$ cat config.mk
export PLATFORM = sky130hd
export DESIGN_NAME = spi_transmitter_flat
export DESIGN_NICKNAME = d
export VERILOG_FILES = /design/src/rtl/spi_pkg.sv /design/src/rtl/spi_transmitter_if.sv /design/src/rtl/spi_input_sync.sv /design/src/rtl/spi_transmitter.sv /design/src/flat_wrapper.sv
export SDC_FILE = /design/constraint.sdc
export NUM_CORES = 1
export LEC_CHECK = 0
export ABC_AREA = 1
export CORE_MARGIN = 4
export CORE_UTILIZATION = 40
export CTS_CLUSTER_DIAMETER = 100
export CTS_CLUSTER_SIZE = 24
export DETAILED_ROUTE_END_ITERATION = 12
export PLACE_DENSITY_LB_ADDON = 0.25
export SYNTH_ARGS = -nofsm -noshare
export SYNTH_HDL_FRONTEND = slang
export SYNTH_SLANG_ARGS = --single-unit
$ cat constraint.sdc
create_clock -name clock -period 2 [get_ports clock]
set_clock_uncertainty 0.15 [all_clocks]
set_input_delay 0.4 -clock clock [delete_from_list [all_inputs] [get_ports clock]]
set_output_delay 0.4 -clock clock [all_outputs]
set_load 0.02 [all_outputs]
$ cat src/rtl/spi_pkg.sv
// Shared SPI mode encodings used by spi_receiver, spi_transmitter and spi_stimulus,
// plus a helper that classifies a synchronized sclk edge as leading or trailing.
package spi_pkg;

   localparam logic SS_ACTIVE_HIGH        = 1'b1;
   localparam logic SCLK_IDLE_LOW         = 1'b0;
   localparam logic PHASE_SAMPLE_LEADING  = 1'b0;
   localparam logic PHASE_SAMPLE_TRAILING = 1'b1;
   localparam logic ORDER_MSB_FIRST       = 1'b1;

   typedef enum logic [1:0] {
      SCLK_NO_EDGE,
      SCLK_LEADING,
      SCLK_TRAILING
   } sclk_edge_t;

   // An edge that lands on the idle level returns to idle, so it is the trailing one.
   function automatic sclk_edge_t classify_sclk(input logic level, input logic rise,
                                                input logic fall, input logic idle_level);
      if (!(rise | fall))
         return SCLK_NO_EDGE;
      return (level == idle_level) ? SCLK_TRAILING : SCLK_LEADING;
   endfunction

endpackage

$ cat src/rtl/spi_transmitter_if.sv
// Parallel handshake, status and SPI pin bundle for spi_transmitter.
interface spi_transmitter_if #(
   parameter int unsigned bitcount = 8
);
   logic [bitcount-1:0] data;
   logic                load;
   logic                ready;
   logic                ss;
   logic                sclk;
   logic                sdo;
   logic                sdo_enable;
   logic                busy;
   logic                done;
   logic                underrun;

   modport master (
      output data, load, ss, sclk,
      input  ready, sdo, sdo_enable, busy, done, underrun
   );

   modport slave (
      input  data, load, ss, sclk,
      output ready, sdo, sdo_enable, busy, done, underrun
   );
endinterface

$ cat src/rtl/spi_input_sync.sv
// Two-flop synchronizer plus history register; reports the synchronized level
// and single-cycle rise/fall strobes derived from it.
module spi_input_sync #(
   parameter logic reset_level = 1'b0
) (
   input  logic clock,
   input  logic reset_n,
   input  logic async_in,
   output logic level,
   output logic rise,
   output logic fall
);

   logic [1:0] sync;
   logic       hist;

   // Synchronize the pin and keep one cycle of history for edge detection.
   always_ff @(posedge clock) begin
      if (!reset_n) begin
         sync <= {2{reset_level}};
         hist <= reset_level;
      end else begin
         sync <= {sync[0], async_in};
         hist <= sync[1];
      end
   end

   assign level = sync[1];
   assign rise  = sync[1] & ~hist;
   assign fall  = ~sync[1] & hist;

endmodule

$ cat src/rtl/spi_transmitter.sv
// Slave-side SPI transmitter: drives sdo from an external ss/sclk pair.
// Optional feature macro: SPI_TRANSMITTER_DOUBLE_BUFFER_EN (adds a holding
// register so consecutive words can follow each other within one frame).
module spi_transmitter
   import spi_pkg::*;
#(
   parameter int unsigned bitcount         = 8,
   parameter logic        ss_polarity      = SS_ACTIVE_HIGH,
   parameter logic        sclk_polarity    = SCLK_IDLE_LOW,
   parameter logic        sclk_phase       = PHASE_SAMPLE_TRAILING,
   parameter logic        msb_first        = ORDER_MSB_FIRST,
   parameter logic        use_gated_output = 1'b1
) (
   input  logic               clock,
   input  logic               reset_n,
   spi_transmitter_if.slave   bus
);

   localparam int unsigned   CW   = $clog2(bitcount);
   localparam logic [CW-1:0] LAST = CW'(bitcount - 1);

   logic ss_lvl, ss_rise, ss_fall;
   logic sclk_lvl, sclk_rise, sclk_fall;

   spi_input_sync #(.reset_level(!ss_polarity)) u_ss_sync (
      .clock    (clock),
      .reset_n  (reset_n),
      .async_in (bus.ss),
      .level    (ss_lvl),
      .rise     (ss_rise),
      .fall     (ss_fall)
   );

   spi_input_sync #(.reset_level(sclk_polarity)) u_sclk_sync (
      .clock    (clock),
      .reset_n  (reset_n),
      .async_in (bus.sclk),
      .level    (sclk_lvl),
      .rise     (sclk_rise),
      .fall     (sclk_fall)
   );

   logic [bitcount-1:0] shreg;
   logic [bitcount-1:0] shreg_shifted;
   logic                full;
   logic                active;
   logic                ur_seen;
   logic                sdo_r;
   logic                done_r;
   logic                underrun_r;
   logic [CW-1:0]       cnt;
   logic                frame_start;
   logic                frame_end;
   logic                edge_ok;
   logic                sample_edge;
   logic                shift_edge;
   logic                head;
   logic                head_next;
   sclk_edge_t          sclk_edge;

`ifdef SPI_TRANSMITTER_DOUBLE_BUFFER_EN
   logic [bitcount-1:0] hold;
   logic                hold_full;
`endif

   // Decode frame boundaries, qualified sclk edges and the bit at the head of the shifter.
   always_comb begin
      frame_start = (ss_rise | ss_fall) & (ss_lvl == ss_polarity);
      frame_end   = (ss_rise | ss_fall) & (ss_lvl != ss_polarity);
      sclk_edge   = classify_sclk(sclk_lvl, sclk_rise, sclk_fall, sclk_polarity);
      // an sclk edge seen together with a frame boundary is dropped
      edge_ok     = active & !(ss_rise | ss_fall);
      if (sclk_phase == PHASE_SAMPLE_LEADING) begin
         sample_edge = edge_ok && (sclk_edge == SCLK_LEADING);
         shift_edge  = edge_ok && (sclk_edge == SCLK_TRAILING);
      end else begin
         sample_edge = edge_ok && (sclk_edge == SCLK_TRAILING);
         shift_edge  = edge_ok && (sclk_edge == SCLK_LEADING);
      end
      if (msb_first) begin
         head          = shreg[bitcount-1];
         head_next     = shreg[bitcount-2];
         shreg_shifted = {shreg[bitcount-2:0], 1'b0};
      end else begin
         head          = shreg[0];
         head_next     = shreg[1];
         shreg_shifted = {1'b0, shreg[bitcount-1:1]};
      end
   end

   // Word buffering, frame tracking, bit shifting and status pulses.
   always_ff @(posedge clock) begin
      if (!reset_n) begin
         shreg      <= '0;
         full       <= 1'b0;
         cnt        <= '0;
         active     <= 1'b0;
         ur_seen    <= 1'b0;
         sdo_r      <= 1'b0;
         done_r     <= 1'b0;
         underrun_r <= 1'b0;
`ifdef SPI_TRANSMITTER_DOUBLE_BUFFER_EN
         hold       <= '0;
         hold_full  <= 1'b0;
`endif
      end else begin
         done_r     <= 1'b0;
         underrun_r <= 1'b0;
`ifdef SPI_TRANSMITTER_DOUBLE_BUFFER_EN
         if (bus.load && !hold_full) begin
            hold      <= bus.data;
            hold_full <= 1'b1;
         end
         // between frames the holding word drops straight into an empty shifter
         if (hold_full && !full && !active) begin
            shreg     <= hold;
            full      <= 1'b1;
            hold_full <= 1'b0;
         end
`else
         if (bus.load && !full && !active) begin
            shreg <= bus.data;
            full  <= 1'b1;
         end
`endif
         if (frame_end) begin
            active  <= 1'b0;
            ur_seen <= 1'b0;
            if (cnt != '0) begin
               shreg <= '0;
               full  <= 1'b0;
               cnt   <= '0;
            end
         end else if (frame_start) begin
            active <= 1'b1;
            if (full) begin
               if (sclk_phase == PHASE_SAMPLE_LEADING)
                  sdo_r <= head;
            end else begin
               underrun_r <= 1'b1;
               ur_seen    <= 1'b1;
               if (sclk_phase == PHASE_SAMPLE_LEADING)
                  sdo_r <= 1'b0;
            end
         end else begin
            // cnt==0 means the head bit has not been presented yet for this word
            if (shift_edge) begin
               if (!full)
                  sdo_r <= 1'b0;
               else if (cnt == '0)
                  sdo_r <= head;
               else begin
                  shreg <= shreg_shifted;
                  sdo_r <= head_next;
               end
            end
            if (sample_edge) begin
               if (full) begin
                  if (cnt == LAST) begin
                     done_r <= 1'b1;
                     cnt    <= '0;
`ifdef SPI_TRANSMITTER_DOUBLE_BUFFER_EN
                     if (hold_full) begin
                        shreg     <= hold;
                        hold_full <= 1'b0;
                     end else begin
                        shreg <= '0;
                        full  <= 1'b0;
                     end
`else
                     shreg <= '0;
                     full  <= 1'b0;
`endif
                  end else begin
                     cnt <= cnt + 1'b1;
                  end
               end else if (!ur_seen) begin
                  underrun_r <= 1'b1;
                  ur_seen    <= 1'b1;
               end
            end
         end
      end
   end

`ifdef SPI_TRANSMITTER_DOUBLE_BUFFER_EN
   assign bus.ready = !hold_full;
`else
   assign bus.ready = !full && !active;
`endif

   assign bus.sdo        = use_gated_output ? (active & sdo_r) : sdo_r;
   assign bus.sdo_enable = active;
   assign bus.busy       = active;
   assign bus.done       = done_r;
   assign bus.underrun   = underrun_r;

endmodule

$ cat src/flat_wrapper.sv
// flat-port wrapper written by rule: the top's interface ports become plain ports
module spi_transmitter_flat import spi_pkg::*;
#(
   parameter int unsigned bitcount         = 8,
   parameter logic        ss_polarity      = SS_ACTIVE_HIGH,
   parameter logic        sclk_polarity    = SCLK_IDLE_LOW,
   parameter logic        sclk_phase       = PHASE_SAMPLE_TRAILING,
   parameter logic        msb_first        = ORDER_MSB_FIRST,
   parameter logic        use_gated_output = 1'b1
)
  (clock, reset_n, bus_data, bus_load, bus_ss, bus_sclk, bus_ready, bus_sdo, bus_sdo_enable, bus_busy, bus_done, bus_underrun);
  spi_transmitter_if #(.bitcount(bitcount)) bus_i ();
  input  logic clock;
  input  logic reset_n;
  input wire logic [$bits(bus_i.data)-1:0] bus_data;
  input wire logic [$bits(bus_i.load)-1:0] bus_load;
  input wire logic [$bits(bus_i.ss)-1:0] bus_ss;
  input wire logic [$bits(bus_i.sclk)-1:0] bus_sclk;
  output wire logic [$bits(bus_i.ready)-1:0] bus_ready;
  output wire logic [$bits(bus_i.sdo)-1:0] bus_sdo;
  output wire logic [$bits(bus_i.sdo_enable)-1:0] bus_sdo_enable;
  output wire logic [$bits(bus_i.busy)-1:0] bus_busy;
  output wire logic [$bits(bus_i.done)-1:0] bus_done;
  output wire logic [$bits(bus_i.underrun)-1:0] bus_underrun;
  assign bus_i.data = bus_data;
  assign bus_i.load = bus_load;
  assign bus_i.ss = bus_ss;
  assign bus_i.sclk = bus_sclk;
  assign bus_ready = bus_i.ready;
  assign bus_sdo = bus_i.sdo;
  assign bus_sdo_enable = bus_i.sdo_enable;
  assign bus_busy = bus_i.busy;
  assign bus_done = bus_i.done;
  assign bus_underrun = bus_i.underrun;
  spi_transmitter #(.bitcount(bitcount), .ss_polarity(ss_polarity), .sclk_polarity(sclk_polarity), .sclk_phase(sclk_phase), .msb_first(msb_first), .use_gated_output(use_gated_output)) u_core (.clock(clock), .reset_n(reset_n), .bus(bus_i));
endmodule
Word-level counts from Yosys, hierarchy flattened. Cells that the tools add are included.

$add $sub $neg: 1. Equal/unequal tests: 5. Multiplexer cells: 36. Bitwise gates (word level): 19. Reduce and logical (&&, ||, !) cells: 17.

Operator list (count): two-way mux 8 bit (10); two-way mux 1 bit (18); two-way mux 3 bit (6); inverter 1 bit (9); bitwise AND 1 bit (8); nonzero test 2 bit (3); logical AND 1 bit (5); OR reduction 5 bit (1); two-way mux 2 bit (2); inequality test 2 bit (second input constant) (2); AND reduction 4 bit (1); adder 3 x 1 -> 3 bit (second input constant) (1); == test 3 bit (second input constant) (1); logical NOT 1 bit (3); logical NOT 3 bit (1); AND reduction 3 bit (1); nonzero test 3 bit (1); == test 2 x 1 -> 1 bit (second input constant) (1); == test 2 bit (second input constant) (1); bitwise OR 1 bit (2); OR reduction 2 bit (1).

Register bits: 23. Input port bits: 13. Output and inout bits: 6. Word-level logic and storage cells: 90.

Depth between registers and ports, before layout. Gate-level depths: netlist of the first run.

Depth in word-level cells: 12. Gate-level depth with buffers: 9. Depth with buffers taken out: 9.

Hierarchy. A second synthesis of the first run with hierarchy kept.

Cells, all modules: 156. Area total of the unflattened synthesis: 1117.3 um2.

Modules (own cells, without submodules): spi_transmitter (instances 1, cells an instance 130, area an instance 917.1 um2, seq. area each 340.3 um2); spi_input_sync (instances 2, cells an instance 13, area an instance 100.1 um2, seq. area each 60.1 um2).

Worst setup path before layout of the first run. OpenSTA, ideal clock, no wires.

Path type: flip-flop to flip-flop. Start: register u_core.u_ss_sync.hist. End: register u_core.shreg[1]. Library setup time: 111 ps. Arrival time: 1269 ps. Data required time: 1739 ps. Setup slack: 470 ps. Cell stages (with the launch flop): 10. Buffers on the path: 0. Period minus slack after synthesis: 1530 ps. Path through: dfxtp_1 > inv_1 > ha_1 > nand2_4 > clkinv_2 > nand3b_4 > nand2_4 > nand2_4 > nor2_2 > nor2_1.

Word-level cells in the longest chain between the ends: 12. Elaborated cells between the ends (all ways): 16. Classes of those cells: mux: 6; bitwise: 7; reduce/logical: 3.

Ends and longest elaborated chain: from (decl) (line spi_input_sync.sv:15) `logic hist;`; from (signal assigned) (line spi_input_sync.sv:21) `hist <= reset_level;`; from (signal assigned) (line spi_input_sync.sv:24) `hist <= sync[1];`; inverter 1 bit (line spi_input_sync.sv:29) `assign rise = sync[1] & ~hist;`; bitwise AND 1 bit (line spi_input_sync.sv:29); bitwise OR 1 bit (*) (line spi_transmitter.sv:68, spi_transmitter.sv:69, spi_transmitter.sv:72); logical NOT 1 bit (line spi_transmitter.sv:72) `edge_ok = active & !(ss_rise | ss_fall);`; bitwise AND 1 bit (line spi_transmitter.sv:72); logical AND 1 bit (line spi_transmitter.sv:78) `shift_edge = edge_ok && (sclk_edge == SCLK_LEADING);`; two-way mux 8 bit (line spi_transmitter.sv:147) `if (shift_edge) begin`; two-way mux 8 bit (line spi_transmitter.sv:159) `if (cnt == LAST) begin`; two-way mux 8 bit (line spi_transmitter.sv:158) `if (full) begin`; two-way mux 8 bit (line spi_transmitter.sv:157) `if (sample_edge) begin`; two-way mux 8 bit (line spi_transmitter.sv:134) `end else if (frame_start) begin`; two-way mux 8 bit (*) (line spi_transmitter.sv:126) `if (frame_end) begin`; to (signal assigned) (line spi_transmitter.sv:122) `shreg <= bus.data;`; to (signal assigned) (line spi_transmitter.sv:153) `shreg <= shreg_shifted;`; to (decl) (line spi_transmitter.sv:43) `logic [bitcount-1:0] shreg;`.

Every way passes the cells marked *; elsewhere a longest branch is shown, timed or not. A chain may end at the register's enable or synchronous reset.

Final worst setup path of the first run.
Start: register u_core.active, in the netlist u_core.bus.busy. End: output port bus_sdo_enable.

RTL lines: from (decl) (line spi_transmitter.sv:46) `logic active;`; from (signal assigned) (line spi_transmitter.sv:97) `active <= 1'b0;`; from (signal assigned) (line spi_transmitter.sv:127) `active <= 1'b0;`; from (signal assigned) (line spi_transmitter.sv:135) `active <= 1'b1;`; to (decl) (line flat_wrapper.sv:21) `output wire logic [$bits(bus_i.sdo_enable)-1:0] bus_sdo_enable;`.

No word-level cell between the ends.

==> results of run 1 <==
cell families (layout without fill, tap and decap cells):
logic type,after synthesis,after routing,share of synthesized area
AND/OR/NAND/NOR,96,96,0.379
buffers and inverters,37,57,0.117
flip-flops,23,23,0.356
AO/OA/AOI/OAI,21,21,0.0988
adder cells (fa/ha/maj),5,5,0.0484
cell type report:
type                       instances  share of cell area
tap                               44              0.0357
clock buffer                       4              0.0171
multi-input combinational        122               0.442
inverter                          34              0.0837
timing repair buffer              19               0.120
sequential                        23               0.301
flip-flops by register name, summed over array words and instances (netlist names):
| name | flops |
|---|---|
| u_core.bus.underrun | 1 |
| u_core.bus.busy | 1 |
| u_core.u_ss_sync.sync | 2 |
| u_core.u_ss_sync.hist | 1 |
| u_core.shreg | 8 |
| u_core.cnt | 3 |
| u_core.sdo_r | 1 |
| u_core.bus.done | 1 |
| u_core.u_sclk_sync.hist | 1 |
| u_core.u_sclk_sync.sync | 2 |
| u_core.full | 1 |
| u_core.ur_seen | 1 |
power by group:
group,switching (mW),internal [mW],leakage [nW]
registers,0.0176,0.484,0.189
clock network,0.137,0.0779,0.0150
logic,0.102,0.0766,0.619
total,0.257,0.638,0.824
how the worst min path moves through the flow:
stage	startpoint	end	slack (ps)	cells after the start
2_1_floorplan	u_core.u_sclk_sync.sync[0]$_SDFF_PN0_	u_core.u_sclk_sync.sync[1]$_SDFF_PN0_	240	2
3_3_place_gp	u_core.u_ss_sync.sync[0]$_SDFF_PN0_	u_core.u_ss_sync.sync[1]$_SDFF_PN0_	240	2
3_5_place_dp	u_core.u_ss_sync.sync[0]$_SDFF_PN0_	u_core.u_ss_sync.sync[1]$_SDFF_PN0_	260	2
4_1_cts	u_core.u_ss_sync.sync[0]$_SDFF_PN0_	u_core.u_ss_sync.sync[1]$_SDFF_PN0_	280	2
5_1_grt	u_core.u_sclk_sync.sync[0]$_SDFF_PN0_	u_core.u_sclk_sync.sync[1]$_SDFF_PN0_	310	2
6_report	u_core.u_ss_sync.sync[0]$_SDFF_PN0_	u_core.u_ss_sync.sync[1]$_SDFF_PN0_	280	2
Yosys cell counts:
cell | number | share of area
a211oi_1 | 1 | 0.0058
a21boi_1 | 1 | 0.0058
a21oi_1 | 8 | 0.031
a21oi_2 | 1 | 0.0068
a21oi_4 | 1 | 0.013
buf_4 | 1 | 0.0058
buf_6 | 1 | 0.0087
clkbuf_1 | 1 | 0.0029
clkinv_2 | 1 | 0.0039
dfxtp_1 | 23 | 0.36
ha_1 | 5 | 0.048
inv_1 | 31 | 0.090
inv_2 | 2 | 0.0058
nand2_1 | 56 | 0.16
nand2_2 | 4 | 0.019
nand2_4 | 4 | 0.035
nand3_1 | 3 | 0.012
nand3_4 | 1 | 0.014
nand3b_1 | 1 | 0.0058
nand3b_4 | 1 | 0.015
nand4_1 | 1 | 0.0048
nor2_1 | 14 | 0.041
nor2_2 | 7 | 0.034
nor2_4 | 2 | 0.017
nor2_8 | 1 | 0.015
nor3_1 | 1 | 0.0039
o211ai_1 | 1 | 0.0058
o21ai_0 | 2 | 0.0077
o21ai_1 | 6 | 0.023
metal layers:
metal | share of wire | global-route usage
met5 | 0 | 0
met4 | 0.0089 | 0.0396
met3 | 0.044 | 0.0485
met2 | 0.49 | 0.259
met1 | 0.45 | 0.154
per-stage QoR:
stage	hold WS (ps)	utilization
3_5_place_dp	255	0.491
2_1_floorplan	240	-
5_1_grt	308	0.500
4_1_cts	281	0.500
6_report	277	0.500
3_3_place_gp	242	0.491
timing repair:
| action | in CTS | in global routing |
|---|---|---|
| hold buffers | 0 | 0 |
| setup endpoints to repair | 4 | 0 |
| resized for setup | 4 | 0 |
==> metrics.cfg, run 1 <==
[critical_path]
crit_cells=1
cp_data_required_time_ps=1450
crit_start=u_core.bus.busy$_SDFFE_PP0P_
critPathBufInv=1
crit_family=buffers and inverters
crit_fanout=6
critPathArrivalTime_ps=1340
timing.rr.start=u_core.cnt[0]$_SDFFE_PN0P_
slowest_stage=clkdlybuf4s50_1
crit_type=reg2out
crit_path_start_kind=flop
r2r_end=u_core.shreg[1]$_SDFF_PN0_
slowest_delay_ps=620
crit_end=bus_sdo_enable
critPathCaptureType=output pin
cp_cell_sequence=clkdlybuf4s50_1
regToRegSetupSlack_ps=320
rr_worst_depth=8

[placed_design]
portBuffers=18
placedCellCount=242
place_hpwl_um=1990
place_ws_ps=214
gp_congestion=0.884
dpl-instance-area_mm2=0.00151

[finish]
nFillCells=309
antenna_cells=0
syn2layout_area_growth_pct=19.2
multi_input_area_um2=681
fin_cells=246
drive_gt1_frac=0.149
seq_area_um2=464
fin_area_mm2=0.00154
final_nets=221
final_cell_mix=nand2_1, inv_1, dfxtp_1
final_common_cell=nand2_1

[global_routing]
grt_max_degree=16
grt_pass1_vias=1079
overflow=0
track_usage=0.142
grt_antenna_before_repair=0
grt_pass1_wl_um=4660

[pwr]
cellPowerDensity_mw_per_mm2=581
peakVddDrop_uv=297
leakagePower_nw=0.824
power_mw=0.895

[sta]
maxSlewHeadroom=0.725
period_share=0.947
layout_min_cycle_time_ps=1890
setup_viol=0
timing.final.ws_setup_ps=106
tightest_slew_ps=413
maxSlewViolCount=0
rsz0062_at_grt=false
fin_setup_tns_ps=0
hold_viol_final=0
fmax_ghz=0.528

[synth]
synthCells=182
netlist_area_mm2=0.00129
yosys_warnings=0
ys_ff_latch=23
syn_nets=200
avgSynthCellArea_um2=7.10
ys_types=29
ys_seq_area_frac=0.356

[clocking]
htreeDepth=1
cts.sinks=23
cts_made_buffers=3
clockBufferDepth=2
clk-insertion-delay-late_ps=310
clockRootBuffer=clkbuf_4
cts_setup_buffers=0
cts.clk_slew.worst_paths_ps=120
cts_tree=yes

[die]
dieWidth_um=64.8
die-area_mm2=0.00420
ioPinCount=19
start_util=0.420
rows=20
coreArea_mm2=0.00308
die_y_um=64.8

[routing]
wirelength_um=2590
ant_nets=0
drt_iter0_drc=28
avgRoutedWirePerCell_um=10.5
vias=1066
drc=0
avgViaCountPerCell=4.33
drt_pre_antenna_iters=4

[outcome]
status=completed

[flow_run]
max_cap_viol_count=0

[worst_hold_path]
hold_class=reg2reg

No activity file was read; power rests on OpenSTA's default activity.
==> run 2: changes to the inputs <==
Settings changed: CORE_MARGIN 4 to 2.
Clock period 2 ns to 2.1 ns, I/O delays scaled along.
==> run 2 against run 1 <==
  * Hold slack got worse by 3.8 ps
  * Routed wire length down 4.2%
  * Power is 4.3% lower
  * Worst setup slack about the same
  * Critical path depth rose by 2
  * First-iteration DRC count is 89% higher
  * Via count up 2.5%
  * Die area down 12%
  * Cell count unchanged
  * Register-to-register slack gained 80 ps
  * Sequential power is 4.6% lower
  * Largest power group unchanged
  * Highest routed layer unchanged
==> metrics.cfg, run 2 (synthesis results as in run 1) <==
[die]
coreArea_mm2=0.00305
start_util=0.423
rows=20
die-area_mm2=0.00370
ioPinCount=19
dieWidth_um=60.8
die_y_um=60.8

[clocking]
cts.sinks=23
clk-insertion-delay-late_ps=310
cts.repair.resized=1
htreeDepth=1
cts_tree=yes
clockRootBuffer=clkbuf_4
cts.clk_slew.worst_paths_ps=130
cts_hold_buf=0
cts_made_buffers=3
cts_setup_buffers=0
clockBufferDepth=2

[pwr]
peakVddDrop_uv=295
cellPowerDensity_mw_per_mm2=554
leakagePower_nw=0.827
power_mw=0.857

[critical_path]
slowest_delay_ps=590
crit_family=buffers and inverters
critPathArrivalTime_ps=1420
critPathCaptureType=output pin
slowest_stage=clkdlybuf4s50_1
cp_cell_sequence=nand2_1 > inv_1 > clkdlybuf4s50_1
crit_path_start_kind=flop
critPathBufInv=2
crit_fanout=6
crit_type=reg2out
cp_data_required_time_ps=1530

[finish]
antenna_cells=0
final_nets=221
final_cell_mix=nand2_1, inv_1, dfxtp_1
fin_util=0.507
fin_cells=246
top_register=u_core.shreg
largest_reg_flops=8
final_common_cell=nand2_1
drive_gt1_frac=0.153
syn2layout_area_growth_pct=19.7
top_regs=u_core.shreg: 8 flops, u_core.cnt: 3 flops
nFillCells=330

[routing]
vias=1093
wirelength_um=2480
drt_iter0_drc=53
drc=0
avgRoutedWirePerCell_um=10.1
avgViaCountPerCell=4.44
ant_nets=0
drt_pre_antenna_iters=4

[sta]
fmax_ghz=0.502
tightest_slew_ps=383
hold_viol_final=0
period_share=0.949
setup_viol=0
fin_setup_tns_ps=0
layout_min_cycle_time_ps=1990
maxSlewHeadroom=0.744
rsz0062_at_grt=false
maxSlewViolCount=0
timing.final.ws_setup_ps=106

[placed_design]
place_ws_ps=299
portBuffers=18
placedCellCount=242
place_hpwl_um=1910
gp_congestion=0.780

[outcome]
status=completed

[global_routing]
track_usage=0.155
grt_pass1_vias=1038
grt_antenna_before_repair=0
grt_max_degree=16
grt_pass1_wl_um=4280
overflow=0

[flow_run]
max_cap_viol_count=0

[worst_hold_path]
hold_class=reg2reg

## run 2: layout make-up
cell class	instances	area, um^2	share of cell area
Clock inverter	1	5.00	0.00324
Timing Repair Buffer	19	190	0.123
Multi-Input combinational cell	122	681	0.440
Clock buffer	3	22.5	0.0146
Inverter	34	129	0.0833
Sequential cell	23	464	0.300
Tap cell	44	55.1	0.0356
## run 2: final timing paths
path                                               from                               endpoint  slack (ps)  depth (start not counted)
setup / recovery           u_core.bus.busy$_SDFFE_PP0P_                                bus_sdo         110                          3
hold / removal    u_core.u_sclk_sync.sync[0]$_SDFF_PN0_  u_core.u_sclk_sync.sync[1]$_SDFF_PN0_         270                          2
setup reg to reg       u_core.u_ss_sync.hist$_SDFF_PN0_             u_core.cnt[2]$_SDFFE_PN0P_         400                          9
hold reg to reg   u_core.u_sclk_sync.sync[0]$_SDFF_PN0_  u_core.u_sclk_sync.sync[1]$_SDFF_PN0_         270                          2
## run 2: power breakdown
part	total (mW)	internal [mW]	leakage [nW]	switching [mW]
logic	0.172	0.0742	0.620	0.0977
registers	0.478	0.461	0.189	0.0168
clock network	0.207	0.0711	0.0177	0.136
## run 2: worst register-to-register path: stages, from the launching register on
cell      delay [ps]
dfxtp_1          360
inv_1             50
ha_1             340
nand2_4          130
clkinv_2          90
nand2_1          140
nand2_2          100
nand2_1           90
nand2_1           70
a21oi_1          130
## run 2: metrics by stage
| step | hold slack (ps) | area (um^2) |
|---|---|---|
| floorplan | 240 | 1290 |
| global placement | 243 | 1510 |
| detailed placement | 251 | 1510 |
| CTS | 277 | 1540 |
| global route | 294 | 1550 |
| finish | 273 | 1550 |
## run 2: per-layer routing
| layer | track usage | vias to the layer above | wire length (um) |
|---|---|---|---|
| met5 | 0 | - | 0 |
| met3 | 0.0192 | 2 | 49 |
| met1 | 0.184 | 487 | 1220 |
| li1 | - | 590 | - |
| met2 | 0.283 | 14 | 1190 |
| met4 | 0.0559 | 0 | 19 |
